### config.mk
export PLATFORM = sky130hd
export DESIGN_NAME = regfile_8x8
export DESIGN_NICKNAME = d
export VERILOG_FILES = /design/src/rtl/regfile_8x8.sv
export SDC_FILE = /design/constraint.sdc
export NUM_CORES = 1
export LEC_CHECK = 0
export BUFFER_PORTS_ARGS = -buffer_cell sky130_fd_sc_hd__buf_2
export CAP_MARGIN = 15
export CORE_MARGIN = 4
export CORE_UTILIZATION = 41
export CTS_CLUSTER_DIAMETER = 50
export DETAILED_ROUTE_END_ITERATION = 8
export PLACE_DENSITY = 0.66
export REMOVE_ABC_BUFFERS = 1
export SETUP_SLACK_MARGIN = 0.2
export SLEW_MARGIN = 10
export SYNTH_ARGS = -nofsm -noshare
export SYNTH_HDL_FRONTEND = slang
export SYNTH_SLANG_ARGS = --single-unit
### constraint.sdc
create_clock -name CLK -period 3.2 [get_ports CLK]
set_input_delay 0.48 -clock CLK [delete_from_list [all_inputs] [get_ports CLK]]
set_output_delay 0.48 -clock CLK [all_outputs]
set_load 0.02 [all_outputs]
### src/rtl/regfile_8x8.sv
// Operand register file for the 8-bit ALU stage: two combinational read ports,
// one synchronous write port, R0 hardwired to zero, optional write-to-read bypass.
module regfile_8x8 #(
    parameter int unsigned WIDTH  = 8,
    parameter int unsigned DEPTH  = 8,
    parameter bit          BYPASS = 1'b1
) (
    input  logic             CLK,
    input  logic             RST,
    input  logic             WE,
    input  logic [2:0]       WA,
    input  logic [WIDTH-1:0] WD,
    input  logic [2:0]       RA1,
    input  logic [2:0]       RA2,
    output logic [WIDTH-1:0] RD1,
    output logic [WIDTH-1:0] RD2
);

    localparam int unsigned AW      = 3;
    localparam logic [AW:0] DEPTH_W = (AW+1)'(DEPTH);

    // R0 has no storage; only R1..DEPTH-1 are flops (DEPTH is 2..8)
    logic [WIDTH-1:0] reg_q [1:DEPTH-1];
    logic [WIDTH-1:0] reg_d [1:DEPTH-1];

    logic             wr_valid_c;
    logic [AW-1:0]    ra_c [2];
    logic [WIDTH-1:0] rd_c [2];

    // A write lands only on an implemented, non-zero register
    always_comb begin : wr_qualify
        wr_valid_c = WE && (WA != '0) && ({1'b0, WA} < DEPTH_W);
    end

    always_comb begin : write_next
        for (int unsigned i = 1; i < DEPTH; i++) begin
            reg_d[i] = reg_q[i];
            if (wr_valid_c && (WA == AW'(i))) begin
                reg_d[i] = WD;
            end
        end
    end

    always_ff @(posedge CLK or posedge RST) begin : reg_state
        if (RST) begin
            for (int unsigned i = 1; i < DEPTH; i++) begin
                reg_q[i] <= '0;
            end
        end else begin
            for (int unsigned i = 1; i < DEPTH; i++) begin
                reg_q[i] <= reg_d[i];
            end
        end
    end

    always_comb begin : ra_pack
        ra_c[0] = RA1;
        ra_c[1] = RA2;
    end

    // Read mux: unmatched addresses (R0, beyond DEPTH) fall through to zero;
    // reset forces zero over everything, including the bypass path
    always_comb begin : read_ports
        for (int p = 0; p < 2; p++) begin
            rd_c[p] = '0;
            for (int unsigned i = 1; i < DEPTH; i++) begin
                if (ra_c[p] == AW'(i)) begin
                    rd_c[p] = reg_q[i];
                end
            end
            if (BYPASS && wr_valid_c && (WA == ra_c[p])) begin
                rd_c[p] = WD;
            end
            if (RST) begin
                rd_c[p] = '0;
            end
        end
    end

    assign RD1 = rd_c[0];
    assign RD2 = rd_c[1];

endmodule

---- Word-level counts from Yosys, hierarchy flattened ----
Index checks and enable logic that the tools add are counted.
storage, ports and cells
  flip-flop bits (word level) ............. 56
  bits in latches ......................... 0
  bits in writable memories ............... 0
  ROM bits ................................ 0
  input bits .............................. 20
  memories kept ........................... 0
operators by class
  add/sub/neg operators ................... 0
  multiply operators ...................... 0
  div/mod/pow operators ................... 0
  order comparisons ....................... 0
  eq/ne operators ......................... 23
  shifts and indexed selects .............. 0
  multiplexer cells ....................... 18
  bitwise gates (word level) .............. 0
  reductions and logical operators ........ 11
operator list
  operator                                              number
  2-to-1 mux 8 bit                                      18
  equality test 3 bit (second input constant)           12
  equality test 3 x 2 -> 1 bit (second input constant)  6
  logical AND 1 bit                                     10
  equality test 3 x 1 -> 1 bit (second input constant)  3
  equality test 3 bit                                   2
  nonzero test 3 bit                                    1

---- Depth between registers and ports, before layout ----
Gate-level depths: netlist of the first run.
  word-level depth ........................ 10
  mapped depth ............................ 7
  gate-level depth less buffers ........... 4

---- Least setup slack after synthesis of the first run ----
Ideal clock, no wire load.
  path type ............................... input-to-output
  start point ............................. in RST
  end point ............................... out RD1[7]
  data arrival time ....................... 2.472 ns
  path slack .............................. 0.248 ns
  cell stages on the path ................. 3
  buffers on the path ..................... 0
  path through ............................ inv_1 > nand3_1 > o32ai_1
between the ends
  word-level cells in the longest chain between the ends .. 1
ends and longest elaborated chain
  what                line  text
  start: declaration  9     input logic RST,
  2-to-1 mux 8 bit    74    if (RST) begin
  end: declaration    15    output logic [WIDTH-1:0] RD1,
Every way passes these cells.

---- Worst setup path in the final report of the first run ----
  start point ............................. in RA2[1]
  end point ............................... out RD2[7]
between the ends
  word-level cells in the longest chain between the ends .. 10
  elaborated cells on any way between the ends .. 18
ends and longest elaborated chain
  what                           line  text
  start: declaration             14    input logic [2:0] RA2,
  equality test 3 x 1 -> 1 bit   67    if (ra_c[p] == AW'(i)) begin
  2-to-1 mux 8 bit (7 in a row)  67
  2-to-1 mux 8 bit (*)           71    if (BYPASS && wr_valid_c && (WA == ra_c[p])) begin
  2-to-1 mux 8 bit (*)           74
  end: declaration               16    output logic [WIDTH-1:0] RD2
Every way passes the cells marked *; elsewhere a longest branch is shown, timed or not.

==> results.json, run 1 <==
{
  "final_common_cell": "mux2_2",
  "cts_tree": "yes",
  "grt_pass1_wl_mm": 15.1,
  "finalWirelength_mm": 9.47,
  "gp_congestion": 0.799,
  "reg2reg_from": "reg_q[45]",
  "core_um2": 8380,
  "finalSetupViolations": 0,
  "routedWlPerCell_um": 22.3,
  "drtIter0Drc": 126,
  "regMostFlops": "reg_q",
  "gr-total-overflow": 0,
  "cp-start-kind": "input port",
  "maxCapViolCount": 0,
  "yosys_warnings": 0,
  "netlist.area_leader.share": 0.390,
  "ant_nets": 0,
  "ys_seq_elements": 56,
  "grt_max_degree": 24,
  "critPathKind": "input port to output pin",
  "drive_above_1_share": 0.464,
  "cts.root.buffer_cell": "clkbuf_8",
  "portBuffers": 35,
  "crit_fanout": 15,
  "hold_viol_final": 0,
  "synth_largest_area_cell": "dfrtp_1",
  "syn_area_um2": 3590,
  "vias_per_cell": 6.17,
  "finalSetupTns_ps": 0,
  "cts-resized-gates": 0,
  "drc": 0,
  "route.vias.total": 2618,
  "leakage_uw": 0.00167,
  "start_util": 0.429,
  "min_period_over_period": 0.853,
  "grt_pass1_vias": 2706,
  "cts.path.max_buffers": 2,
  "layout_common_cells": "70 x mux2_2, 56 x dfrtp_1, 35 x buf_2",
  "nFillCells": 812,
  "maxSlewViolCount": 0,
  "fin_ws_ps": 471,
  "yosysUniqueCellTypes": 36,
  "worst_path_most_repeated_cell": "buf_2",
  "rr_worst_depth": 1,
  "dp_hpwl_mm": 6.31,
  "fin_crit_ps": 2730,
  "post-cts-setup-buffer-count": 0,
  "die-width_um": 102,
  "hold_slack_ps": 400,
  "drt_first_pass_iters": 4,
  "cp_cell_sequence": "buf_2, nor3b_1, o2111ai_2, and2_1, o32ai_1, buf_2",
  "design.die.area_um2": 10300,
  "cts_made_buffers": 5,
  "fin_util": 0.465,
  "power_density_nw_per_um2": 521,
  "synthTopCellsByArea": "dfrtp_1 39%, mux2_2 22%, mux2i_1 8.4%, a211oi_2 4.9%, a221o_1 3.9%",
  "rows": 33,
  "r2r-end": "reg_q[45]",
  "grt_usage": 0.192,
  "worst_pin_slew_ps": 847,
  "antenna_found_initial": 0,
  "required_ps": 2720,
  "rsz0062_at_grt": "no",
  "worst_clock_skew_ps": 0,
  "fmax_ghz": 0.366,
  "critPathCapture": "RD2[7]",
  "pin_count": 36,
  "top_regs": "reg_q: 56 flops",
  "timing.slew.headroom": 0.433,
  "max_stage_delay_ps": 560,
  "arrival_ps": 2250,
  "cp_slowest_cell": "and2_1",
  "synthCells": 289,
  "largest_reg_flops": 56,
  "synth_area_per_cell_um2": 12.4,
  "outcome": "completed",
  "pre_cts_slack_ps": 458,
  "area_growth_pct": 8.49,
  "clock_latency_ps": 310,
  "cts_sinks": 56,
  "hold_path_class": "input port to asynchronous set/reset pin",
  "nets": 338,
  "diodes": 0,
  "startpoint": "RA2[1]",
  "holdBufCountCts": 0,
  "die_h_um": 102,
  "yosysSeqAreaShare": 0.390,
  "clk_pin_slew_ps": 100,
  "peakVddDrop_mv": 0.266,
  "reg2reg_slack_ps": 2400,
  "cts_max_level": 2,
  "end_kind": "output pin"
}
==> metal layers <==
metal | part of all wire | wire, um | GRT usage
met5 | 0 | 0 | 0
met4 | 0.016 | 153 | 0.0603
met3 | 0.064 | 602 | 0.0393
met2 | 0.48 | 4530 | 0.299
met1 | 0.44 | 4190 | 0.269
==> per-stage QoR <==
step                std cells  instance area, um2  power [uW]
detailed placement        416                3790        1570
floorplan                 266                3400        1370
finish                    424                3900        2030
CTS                       424                3900        2040
global route              424                3900        2150
global placement          416                3790        1550
==> logic make-up (layout without fill, tap and decap cells) <==
logic type	count (synthesis)	after routing	synth area share
mux	100	100	0.303
xor+xnor	4	4	0.0139
flops	56	56	0.390
compound gates	70	70	0.172
buf+inv	26	56	0.0578
simple gates	33	33	0.0637
==> critical path, delay by kind of cell <==
| kind | cells | cell delay (ps) |
|---|---|---|
| AND/OR/NAND/NOR | 2 | 680 |
| buffers and inverters | 2 | 520 |
| AO/OA/AOI/OAI | 2 | 570 |
==> how the worst min path moves through the flow <==
stage | startpoint | end | cells after the start
finish | RST | reg_q[51] | 2
floorplan | reg_q[32] | reg_q[32] | 1
detailed placement | reg_q[35] | reg_q[35] | 1
CTS | RST | reg_q[3] | 2
global placement | reg_q[33] | reg_q[33] | 1
global route | RST | reg_q[3] | 2
==> cells in the mapped netlist <==
master,n
dfrtp_1,56
o22ai_1,2
nor2b_1,2
nor3b_2,1
a22oi_1,2
nor4bb_1,2
a211oi_2,14
clkbuf_1,5
mux2_2,70
nand3_1,3
mux2i_1,30
buf_6,3
nor3b_1,2
nor3_2,1
o32ai_1,2
buf_4,4
and2b_4,2
buf_1,1
and3_1,4
buf_2,6
nor2_1,3
nand4b_1,3
nand3_2,1
nand4_1,1
o2111ai_2,1
a221oi_1,14
o211ai_2,1
nand2_1,2
and2_1,6
xnor2_2,2
a21oi_1,18
inv_1,3
xnor2_1,2
a221o_1,14
buf_12,4
a22o_1,2
==> where the power goes <==
part | internal, uW | total, uW | leakage [uW] | switching [uW]
registers | 864 | 981 | 0.000672 | 117
clock network | 233 | 471 | 0.0000552 | 238
logic | 308 | 580 | 0.000941 | 272
total | 1400 | 2030 | 0.00167 | 628
==> area by class of cell <==
cell class | count | area [um2] | area share
Multi-Input combinational cell | 207 | 2000 | 0.512
Clock inverter | 2 | 35.0 | 0.00898
Tap cell | 105 | 131 | 0.0337
Inverter | 3 | 11.3 | 0.00289
Timing Repair Buffer | 45 | 250 | 0.0642
Sequential cell | 56 | 1400 | 0.359
Clock buffer | 6 | 72.6 | 0.0186
Note: power is estimated with default switching activity, not from simulation.
==> inputs of run 2 (changes only) <==
- ABC_AREA: default -> 1
==> results.json, run 2 <==
{
  "cts_max_level": 2,
  "layout_common_cells": "126 x nand2_1, 88 x o21ai_0, 57 x nor2_1",
  "largest_reg_flops": 56,
  "fin_ws_ps": 624,
  "yosysUniqueCellTypes": 20,
  "rows": 33,
  "yosys.area_share.adder": 0,
  "cts-resized-gates": 0,
  "arrival_ps": 2100,
  "synthTopCellsByArea": "dfrtp_1 41%, nand2_1 14%, o21ai_0 13%, nand4_1 8.7%, nor2_1 6.2%",
  "grt_usage": 0.201,
  "grt_max_degree": 39,
  "pin_count": 36,
  "ys_seq_elements": 56,
  "syn_area_um2": 3450,
  "design.die.area_um2": 9960,
  "diodes": 0,
  "rsz0062_at_grt": "no",
  "yosysSeqAreaShare": 0.406,
  "post-cts-setup-buffer-count": 0,
  "synth_top_family_by_area": "simple AND/OR/NAND/NOR gates",
  "finalSetupTns_ps": 0,
  "synth_largest_area_cell": "dfrtp_1",
  "cts_made_buffers": 5,
  "cts.path.max_buffers": 2,
  "synth-simple-area-share": 0.334,
  "ys_top_cells_by_count": "126 x nand2_1, 88 x o21ai_0, 57 x nor2_1, 56 x dfrtp_1, 48 x nand4_1",
  "cp-start-kind": "input port",
  "required_ps": 2720,
  "die-width_um": 99.8,
  "fin_crit_ps": 2580,
  "drive_above_1_share": 0.127,
  "regMostFlops": "reg_q",
  "finalWirelength_mm": 9.67,
  "synth_edf_count": 0,
  "grt_pass1_wl_mm": 16.1,
  "maxCapViolCount": 0,
  "async_flop_share": 1.00,
  "max_stage_delay_ps": 540,
  "synthCells": 478,
  "end_kind": "output pin",
  "drtIter0Drc": 252,
  "pre_cts_slack_ps": 693,
  "core_um2": 8220,
  "route.vias.total": 3399,
  "min_period_over_period": 0.805,
  "nets": 516,
  "critPathKind": "input port to output pin",
  "fmax_ghz": 0.388,
  "worst_pin_slew_ps": 988,
  "power_density_nw_per_um2": 506,
  "crit_fanout": 18,
  "hold_viol_final": 0,
  "drt_first_pass_iters": 5,
  "area_growth_pct": 7.93,
  "ant_nets": 0,
  "synth_xor_area_frac": 0.0152,
  "ys.flop_type": "dfrtp_1",
  "clock_latency_ps": 310,
  "timing.slew.headroom": 0.338,
  "drc": 0,
  "final_common_cell": "nand2_1",
  "hold_path_class": "input port to asynchronous set/reset pin",
  "gr-total-overflow": 0,
  "holdBufCountCts": 0,
  "top_regs": "reg_q: 56 flops",
  "yosys_warnings": 0,
  "outcome": "completed",
  "grt_pass1_vias": 3198,
  "vias_per_cell": 5.65,
  "finalSetupViolations": 0,
  "gp_congestion": 0.843,
  "portBuffers": 35,
  "dp_hpwl_mm": 6.97,
  "maxSlewViolCount": 0,
  "synth_mux_area_frac": 0,
  "cts.root.buffer_cell": "clkbuf_8",
  "leakage_uw": 0.00183,
  "cp_slowest_cell": "nor3_2",
  "worst_clock_skew_ps": 0,
  "routedWlPerCell_um": 16.1,
  "synth_compound_area_frac": 0.154,
  "clk_pin_slew_ps": 100,
  "yosysMostFrequentCell": "nand2_1",
  "cts_tree": "yes",
  "start_util": 0.420,
  "die_h_um": 99.8,
  "netlist.area_leader.share": 0.406,
  "antenna_found_initial": 0,
  "synth_area_per_cell_um2": 7.23,
  "cts_sinks": 56,
  "cp_cell_sequence": "buf_2, inv_4, nor3_2, nand2_1, nand4_1, nor2_1, nor2_1, buf_2",
  "peakVddDrop_mv": 0.236
}
-- run 2: cell types whose count changed in the layout (fill, tap and decap cells not counted), sizes merged, moves of 17 or more --
cell   change
nand2    +124
o21ai     +88
mux2      -70
nor2      +55
nand4     +49
inv       +32
mux2i     -30
a21oi     -17
-- run 2: final timing paths --
kind                       startpoint         to  slack, ps  depth (start not counted)
min reg2reg                 reg_q[32]  reg_q[32]        500                          2
max reg2reg                 reg_q[44]  reg_q[44]       2460                          2
max                            RA1[0]     RD1[0]        620                          8
min in group CLK                WD[7]   reg_q[7]        410                          3
min                               RST  reg_q[15]        250                          2
max in group asynchronous         RST  reg_q[43]       2130                          3
-- run 2: per-layer routing --
layer  global-route usage  share of wire
met4               0.0578          0.018
met2                0.325           0.47
met5                    0              0
met1                0.283           0.47
met3               0.0250          0.044
-- run 2: cells by family after synthesis --
family,Yosys count
AOI/OAI and AO/OA,99
xor gates and xnor gates,6
buffers and inverters,61
DFF,56
and+or+nand+nor,256
-- run 2: layout make-up --
class | count | area [um2]
Timing Repair Buffer | 37 | 190
Fill cell | 866 | 4490
Clock buffer | 7 | 96.3
Inverter | 35 | 141
Tap cell | 105 | 131
Clock inverter | 1 | 30.0
Sequential cell | 56 | 1400
Multi-Input combinational cell | 361 | 1740
-- run 2: through the flow --
stage                     power [uW]  utilization  hold slack (ps)  area, um2  instances
after detailed placement        1380        0.438              479       3600        594
after global routing            2000        0.454              311       3730        602
final                           1890        0.454              250       3730        602
after CTS                       1890        0.454              260       3730        602
after global placement          1370        0.438              477       3600        594
after floorplan                 1220            -              453       3280        452
-- run 2: critical path, delay by kind of cell --
kind,cells,cell delay (ps)
buffers and inverters,3,620
and+or+nand+nor,5,980
-- run 2: power by group --
| part | internal, uW | switching (uW) | total, uW |
|---|---|---|---|
| Sequential | 842 | 113 | 955 |
| Combinational | 144 | 280 | 424 |
| Clock | 277 | 233 | 509 |
| Total | 1260 | 626 | 1890 |
